### src/rtl/alu_result_stage.sv
// Result stage behind the N-bit arithmetic unit: flags each result, buffers it in a 2-entry FIFO
// and hands it on over valid/ready. Optional per-entry even parity via `define ALU_RESULT_PARITY_EN.
module alu_result_stage #(
  parameter int N      = 4,
  parameter int DROP_W = 8
) (
  input  logic              clk,
  input  logic              rst,
  input  logic              in_valid,
  output logic              in_ready,
  input  logic [N-1:0]      in_result,
  input  logic              in_cout,
  input  logic [1:0]        in_select,
  output logic              out_valid,
  input  logic              out_ready,
  output logic [N-1:0]      out_result,
  output logic [1:0]        out_select,
  output logic              out_zero,
  output logic              out_neg,
  output logic              out_carry,
`ifdef ALU_RESULT_PARITY_EN
  output logic              out_parity,
`endif
  output logic              op_err,
  output logic [DROP_W-1:0] drop_count
);

  localparam logic [1:0] SEL_SHIFT  = 2'd2;
  localparam logic [1:0] SEL_UNUSED = 2'd3;

  logic [N-1:0] mem_result [2];
  logic [1:0]   mem_select [2];
  logic         mem_zero   [2];
  logic         mem_neg    [2];
  logic         mem_carry  [2];
`ifdef ALU_RESULT_PARITY_EN
  logic         mem_parity [2];
`endif

  logic       wr_ptr;
  logic       rd_ptr;
  logic [1:0] count;
  logic       accept;
  logic       drop;
  logic       push;
  logic       pop;

  // Ready depends only on registered occupancy, so it never combinationally follows out_ready.
  assign in_ready  = (count != 2'd2);
  assign out_valid = (count != 2'd0);
  assign accept    = in_valid && in_ready;
  assign drop      = accept && (in_select == SEL_UNUSED);
  assign push      = accept && !drop;
  assign pop       = out_valid && out_ready;

  always_ff @(posedge clk or posedge rst) begin
    if (rst) begin
      wr_ptr <= 1'b0;
      rd_ptr <= 1'b0;
      count  <= 2'd0;
    end else begin
      if (push) wr_ptr <= ~wr_ptr;
      if (pop)  rd_ptr <= ~rd_ptr;
      case ({push, pop})
        2'b10:   count <= count + 2'd1;
        2'b01:   count <= count - 2'd1;
        default: count <= count;
      endcase
    end
  end

  // Flags are frozen at capture so the entry stays self-describing while it waits.
  always_ff @(posedge clk or posedge rst) begin
    if (rst) begin
      for (int i = 0; i < 2; i++) begin
        mem_result[i] <= '0;
        mem_select[i] <= 2'd0;
        mem_zero[i]   <= 1'b0;
        mem_neg[i]    <= 1'b0;
        mem_carry[i]  <= 1'b0;
`ifdef ALU_RESULT_PARITY_EN
        mem_parity[i] <= 1'b0;
`endif
      end
    end else if (push) begin
      mem_result[wr_ptr] <= in_result;
      mem_select[wr_ptr] <= in_select;
      mem_zero[wr_ptr]   <= (in_result == '0);
      mem_neg[wr_ptr]    <= in_result[N-1];
      mem_carry[wr_ptr]  <= (in_select == SEL_SHIFT) ? 1'b0 : in_cout;
`ifdef ALU_RESULT_PARITY_EN
      mem_parity[wr_ptr] <= ^in_result;
`endif
    end
  end

  always_ff @(posedge clk or posedge rst) begin
    if (rst) begin
      op_err     <= 1'b0;
      drop_count <= '0;
    end else begin
      op_err <= drop;
      if (drop && (drop_count != '1)) drop_count <= drop_count + 1'b1;
    end
  end

  // Outputs read as zero whenever the FIFO is empty.
  assign out_result = out_valid ? mem_result[rd_ptr] : '0;
  assign out_select = out_valid ? mem_select[rd_ptr] : 2'd0;
  assign out_zero   = out_valid ? mem_zero[rd_ptr]   : 1'b0;
  assign out_neg    = out_valid ? mem_neg[rd_ptr]    : 1'b0;
  assign out_carry  = out_valid ? mem_carry[rd_ptr]  : 1'b0;
`ifdef ALU_RESULT_PARITY_EN
  assign out_parity = out_valid ? mem_parity[rd_ptr] : 1'b0;
`endif

endmodule

### config.mk
export PLATFORM = sky130hd
export DESIGN_NAME = alu_result_stage
export DESIGN_NICKNAME = d
export VERILOG_FILES = /design/src/rtl/alu_result_stage.sv
export SDC_FILE = /design/constraint.sdc
export NUM_CORES = 1
export LEC_CHECK = 0
export CAP_MARGIN = 20
export CORE_ASPECT_RATIO = 0.5
export CORE_MARGIN = 1.5
export CORE_UTILIZATION = 51
export DETAILED_ROUTE_END_ITERATION = 10
export MAX_ROUTING_LAYER = met4
export PLACE_DENSITY = 0.81
export SETUP_SLACK_MARGIN = 0.3
export SLEW_MARGIN = 0
export SYNTH_ARGS = -nofsm -noshare
export SYNTH_HDL_FRONTEND = slang
export SYNTH_SLANG_ARGS = --single-unit
### constraint.sdc
create_clock -name clk -period 4.5 [get_ports clk]
set_input_delay 1.125 -clock clk [delete_from_list [all_inputs] [get_ports clk]]
set_output_delay 1.125 -clock clk [all_outputs]
set_load 0.1 [all_outputs]
==> results of run 1 <==
-- cells in the final DEF (no fill, tap or decap), types with 2 or more instances in the layout --
cell type        count
clkdlybuf4s50_1     30
dfrtp_1             29
mux2_2              15
nand2_1             13
nor2_1              12
mux2i_1              8
o21ai_0              7
inv_1                6
clkbuf_8             6
xor2_1               4
a21oi_1              4
nand3_1              3
nor2b_1              2
nand4_1              2
xnor2_1              2
nor3_1               2
ha_1                 2
-- per-stage QoR --
stage | hold WS, ns | std cells | area [sq um]
3_5_place_dp | 0.4728 | 184 | 1682
3_3_place_gp | 0.4612 | 184 | 1682
4_1_cts | 0.4853 | 192 | 1798
6_report | 0.4926 | 193 | 1826
2_1_floorplan | 0.4492 | 122 | 1354
5_1_grt | 0.5202 | 193 | 1826
-- flip-flops by register name, summed over array words and instances, names as in the netlist --
| signal | count |
|---|---|
| drop_count | 8 |
| mem_result | 8 |
| mem_select | 4 |
| count | 2 |
| mem_carry | 2 |
| mem_zero | 2 |
| op_err | 1 |
| rd_ptr | 1 |
| wr_ptr | 1 |
-- worst paths after layout --
| path | startpoint | to | slack (ns) | cells after the start |
|---|---|---|---|---|
| min in group asynchronous | rst | mem_carry[1] | 1.06 | 2 |
| min reg2reg | mem_select[1] | mem_select[1] | 0.49 | 2 |
| max reg2reg | count[0] | count[1] | 2.61 | 5 |
| max in group asynchronous | rst | drop_count[5] | 3.03 | 3 |
| max | rd_ptr | out_neg | 1.01 | 3 |
| min | mem_select[1] | mem_select[1] | 0.49 | 2 |
-- cell type report --
cell class	count	area share, %
sequential	29	39.75
timing repair buffer	31	17.96
inverter	7	1.439
clock inverter	1	1.645
tap	35	2.399
clock buffer	7	4.729
multi-input combinational	83	32.08
-- routing by layer --
metal / GRT usage (%) / vias up / wire (um)
li1: - / 486 / -
met3: 6.941 / 2 / 143
met4: 8.929 / 0 / 19
met5: - / - / 0
met2: 32.61 / 36 / 1210
met1: 26.30 / 469 / 1351
-- cell families (layout without fill, tap and decap cells) --
| logic type | Yosys count | after routing |
|---|---|---|
| AND/OR/NAND/NOR | 40 | 40 |
| AO/OA/AOI/OAI | 11 | 11 |
| buffers and inverters | 10 | 46 |
| adder cells (fa/ha/maj) | 2 | 2 |
| XOR/XNOR | 6 | 6 |
| flip-flops | 29 | 29 |
| multiplexers | 24 | 24 |
-- critical path, cell delays in order, from the launching register on --
cell             delay, ns
dfrtp_1               0.66
mux2i_1               0.15
nor2_1                0.13
clkdlybuf4s50_1       1.15
==> summary.txt, run 1 <==
Setup path
  • Critical path class: flip-flop to primary output
  • Worst Setup End Kind: primary output
  • Arr. time, crit path: 2.37 ns
  • Worst EP required: ~3.4 ns
  • Startpoint Class: flip-flop
  • Crit Path Max Fanout: 9

Timing
  • Max frequency: between 0.2 and 0.3 GHz
  • Final hold violation count: 0
  • Clk_skew: between 0.007 and 0.008 ns
  • Setup TNS: 0 ns
  • Fin. max-slew vios: 0
  • RSZ-0062 raised after global routing: false
  • Setup ws final: 1.006 ns
  • Slew Limit Headroom: roughly a third
  • Min Tclk post-route: about 3.5 ns
  • Worst slew pin tran: 0.9751 ns
  • Period utilization: 77.64%
  • Setup violators final: 0

Synth
  • Synth Net Count: between 100 and 150
  • Syn Inst Count: 122
  • Primary FF master, synth: dfrtp_1
  • Synth area leaders: dfrtp_1 54%, mux2_2 12%, mux2i_1 5.9%
  • Post-synthesis async set-or-reset flop share: between 90% and 100%
  • Yosys warns: 0
  • Yosys top cell area share: 53.60%
  • Largest family of logic cells by synthesized area: multiplexers
  • Leading area contributor after synthesis: dfrtp_1
  • Synth Area in Adders: roughly 1.8%
  • Synth Cell Area: ~0.0014 sq mm
  • Most common cell in the netlist: dfrtp_1
  • Simple-gate share of the synthesized area: about 14%
  • Post-Synth XOR/XNOR Area: 3.882%
  • Syn Area/Cell: roughly 11 sq um
  • Library cells used by synthesis: 26
  • EDFF count, synth: 0
  • Multiplexer area fraction after synthesis: 19.22%
  • Synthesis-stage register bit count: 29
  • Synth cell count leaders: 29 x dfrtp_1, 15 x mux2_2, 13 x nand2_1
  • Sequential share of the synthesized area: a little over half
  • Synth Area in Compound Gates: 4.067%

Drt
  • Antenna Nets Post-Route: 0
  • DRT Wirelength: between 2 and 3 mm
  • Via density: approximately 5
  • Via count: around 990
  • Wire per inst: 14.12 um
  • Starting DRC count in detailed routing: 50
  • DRC violations left: 0
  • Drt pass-1 iters: 4

Global routing
  • Gr usage total: 21.26%
  • Total gr overflow: 0
  • Initial antenna violation count: 0
  • First-pass GRT wire length: between 4 and 5 mm
  • Pin count of the biggest net entering global routing: 30
  • Vias in the first global route: about 940

Clock network
  • CTS clk-pin slew, worst paths: around 0.07 ns
  • TritonCTS Buffers: 5
  • Clock sinks: 29
  • CTS tree: built
  • Root Driver: clkbuf_8
  • Hold_buf cts: 0
  • Worst-Skew Late Latency: approximately 0.28 ns
  • Post-CTS Resized: 0
  • Postcts setup bufs: 0
  • Max clock buf depth: 2
  • H-tree depth: 2

Run status
  • Run status: completed

Placement
  • Setup slack at placement: between 1 and 1.5 ns
  • HPWL after detailed placement: 1.743 mm
  • Final Wtd Congestion: approximately 0.8
  • Port buffer count: 30

Die
  • Core Rows: 12
  • Die W: approximately 76 um
  • Die Ht: about 39 um
  • Die area: roughly 0.003 sq mm
  • IO Pins: 31
  • Area of the core: between 0.002 and 0.0025 sq mm
  • Initial core utilization: a little under three fifths

Flow run
  • Max_cap viols: 0

Final layout
  • Fillers: 170
  • Final Core Density: between 70% and 80%
  • Register area: around 730 sq um
  • Multi-input gate area: 585.6 sq um
  • NumNets Final: between 150 and 200
  • N_diodes: 0
  • Layout cells sized above 1: ~16%
  • Area Overhead vs Synth: 34.84%

Min path
  • Hold crit path type: flip-flop to flip-flop
Power of run 1 is not shown: default switching activity piles up to over one toggle a cycle in this logic, so the estimate is an artifact.
==> run 2, diff against run 1 <==
--- a/config.mk
+++ b/config.mk
@@ -8,10 +8,10 @@
 export CAP_MARGIN = 20
 export CORE_ASPECT_RATIO = 0.5
 export CORE_MARGIN = 1.5
-export CORE_UTILIZATION = 51
+export CORE_UTILIZATION = 49
 export DETAILED_ROUTE_END_ITERATION = 10
 export MAX_ROUTING_LAYER = met4
-export PLACE_DENSITY = 0.81
+export PLACE_DENSITY = 0.78
 export SETUP_SLACK_MARGIN = 0.3
 export SLEW_MARGIN = 0
 export SYNTH_ARGS = -nofsm -noshare
==> constraint.sdc (replaced) <==
create_clock -name clk -period 3.66 [get_ports clk]
set_input_delay 0.915 -clock clk [delete_from_list [all_inputs] [get_ports clk]]
set_output_delay 0.915 -clock clk [all_outputs]
set_load 0.1 [all_outputs]
==> run 2 against run 1 <==
Net effect:
- non-clock buffer count stayed put
- core utilization is 11 points lower
- sequential share of layout area grew 2.2 points
- global-route usage fell by 3.3 points
- largest cell class unchanged
- highest routed layer unchanged
- critical path type unchanged
- worst setup slack improved by 0.032 ns
- flip-flop and latch count stayed put
==> summary.txt, run 2 (synthesis results as in run 1) <==
Run status
  • Run status: completed

Drt
  • Via count: 964 (-2.9%)
  • Wire per inst: 12.14 um (-14%)
  • Drt pass-1 iters: 4 (unchanged)
  • Starting DRC count in detailed routing: 8 (-84%)
  • Via density: 4.944 (-3.9%)
  • DRC violations left: 0 (unchanged)
  • DRT Wirelength: 2.367 mm (-13%)
  • Antenna Nets Post-Route: 0 (unchanged)

Timing
  • Fin. max-slew vios: 0 (unchanged)
  • Slew Limit Headroom: 36.02% (+1.2 points)
  • RSZ-0062 raised after global routing: false
  • Worst slew pin tran: 0.9568 ns (-0.01837 ns)
  • Setup ws final: 1.038 ns (+0.03163 ns)
  • Setup TNS: 0 ns (unchanged)
  • Final hold violation count: 0 (unchanged)
  • Period utilization: 71.64%
  • Clk_skew: 0.001534 ns (-0.005925 ns)
  • Min Tclk post-route: 2.622 ns
  • Setup violators final: 0 (unchanged)
  • Max frequency: 0.3814 GHz

Clock network
  • Clock sinks: 29 (unchanged)
  • TritonCTS Buffers: 5 (unchanged)
  • CTS clk-pin slew, worst paths: 0.06 ns (about the same)
  • Hold_buf cts: 0 (unchanged)
  • Post-CTS Resized: 0 (unchanged)
  • Worst-Skew Late Latency: 0.27 ns (about the same)
  • Postcts setup bufs: 0 (unchanged)
  • Max clock buf depth: 2 (unchanged)
  • CTS tree: built
  • Root Driver: clkbuf_8
  • H-tree depth: 2 (unchanged)

Die
  • Core Rows: 13 (+1)
  • Die Ht: 40.17 um (+1.9%)
  • Area of the core: 0.002603 sq mm (+10%)
  • Die area: 0.003107 sq mm (+3.9%)
  • Die W: 77.34 um (+1.9%)
  • IO Pins: 31 (unchanged)
  • Initial core utilization: 52.02% (-5.4 points)

Placement
  • HPWL after detailed placement: 1.703 mm (-2.3%)
  • Port buffer count: 30 (unchanged)
  • Setup slack at placement: 0.8923 ns (-0.3906 ns)
  • Final Wtd Congestion: 0.7810 (-3.4%)

Final layout
  • Area Overhead vs Synth: 27.73%
  • NumNets Final: 170 (unchanged)
  • Commonest non-fill, non-tap cell in the layout: dfrtp_1
  • Most frequent cells in the layout: 29 x dfrtp_1, 20 x buf_4, 15 x mux2_2, 13 x nand2_1
  • Register area: 725.7 sq um (unchanged)
  • Fillers: 222 (+31%)
  • Final Core Density: 66.44% (-11 points)
  • N_diodes: 0 (unchanged)
  • Layout cells sized above 1: 29.11% (+13 points)
  • Multi-input gate area: 588.1 sq um (+0.43%)
  • Largest registers: drop_count: 8 flops, mem_result: 8 flops, mem_select: 4 flops

Flow run
  • Max_cap viols: 0 (unchanged)

Setup path
  • Startpoint Class: flip-flop
  • Worst EP required: 2.74 ns (-0.64 ns)
  • Max stage delay cell, worst path: clkdlybuf4s50_1
  • CP bufs+invs: 1 (unchanged)
  • Arr. time, crit path: 1.71 ns (-0.66 ns)
  • Critical path class: flip-flop to primary output
  • Critical path's largest stage delay: 1.12 ns (-0.03 ns)
  • Crit Path Max Fanout: 1 (-8)
  • Top delay family on crit path: buffers and inverters
  • Worst Setup End Kind: primary output
  • Worst path cell trace: clkdlybuf4s50_1

Min path
  • Hold crit path type: flip-flop to flip-flop

Global routing
  • First-pass GRT wire length: 3.808 mm (-10%)
  • Gr usage total: 17.99% (-3.3 points)
  • Pin count of the biggest net entering global routing: 30 (unchanged)
  • Vias in the first global route: 843 (-9.8%)
  • Initial antenna violation count: 0 (unchanged)
  • Total gr overflow: 0 (unchanged)
[run 2: stage by stage]
stage	hold WS [ns]	area, sq um	instances
4_1_cts	0.4897	1729	195
3_3_place_gp	0.4626	1647	187
3_5_place_dp	0.4733	1647	187
5_1_grt	0.5112	1729	195
6_report	0.4872	1729	195
2_1_floorplan	0.4492	1356	122
[run 2: worst paths after layout]
kind	startpoint	end	slack [ns]	cells after the start
max reg2reg	count[0]	count[1]	1.75	5
min in group asynchronous	rst	drop_count[4]	1.00	3
min reg2reg	count[1]	count[1]	0.49	1
max	op_err	op_err	1.04	1
min	count[1]	count[1]	0.49	1
max in group asynchronous	rst	mem_result[5]	2.39	3
[run 2: final cells by class]
class | instances | area share (%)
Clock buffer | 6 | 4.197
Clock inverter | 2 | 0.5789
Inverter | 7 | 1.520
Multi-Input combinational cell | 83 | 34.01
Sequential cell | 29 | 41.97
Tap cell | 37 | 2.677
Timing Repair Buffer | 31 | 15.05
[run 2: per-layer routing]
metal,share of wire [%],track usage [%],vias to the layer above
met3,4.1,6.136,2
met2,45,28.95,16
li1,-,-,488
met5,0,-,-
met4,1.1,10.00,0
met1,50,20.79,458
Power of run 2 is left out for the same reason.
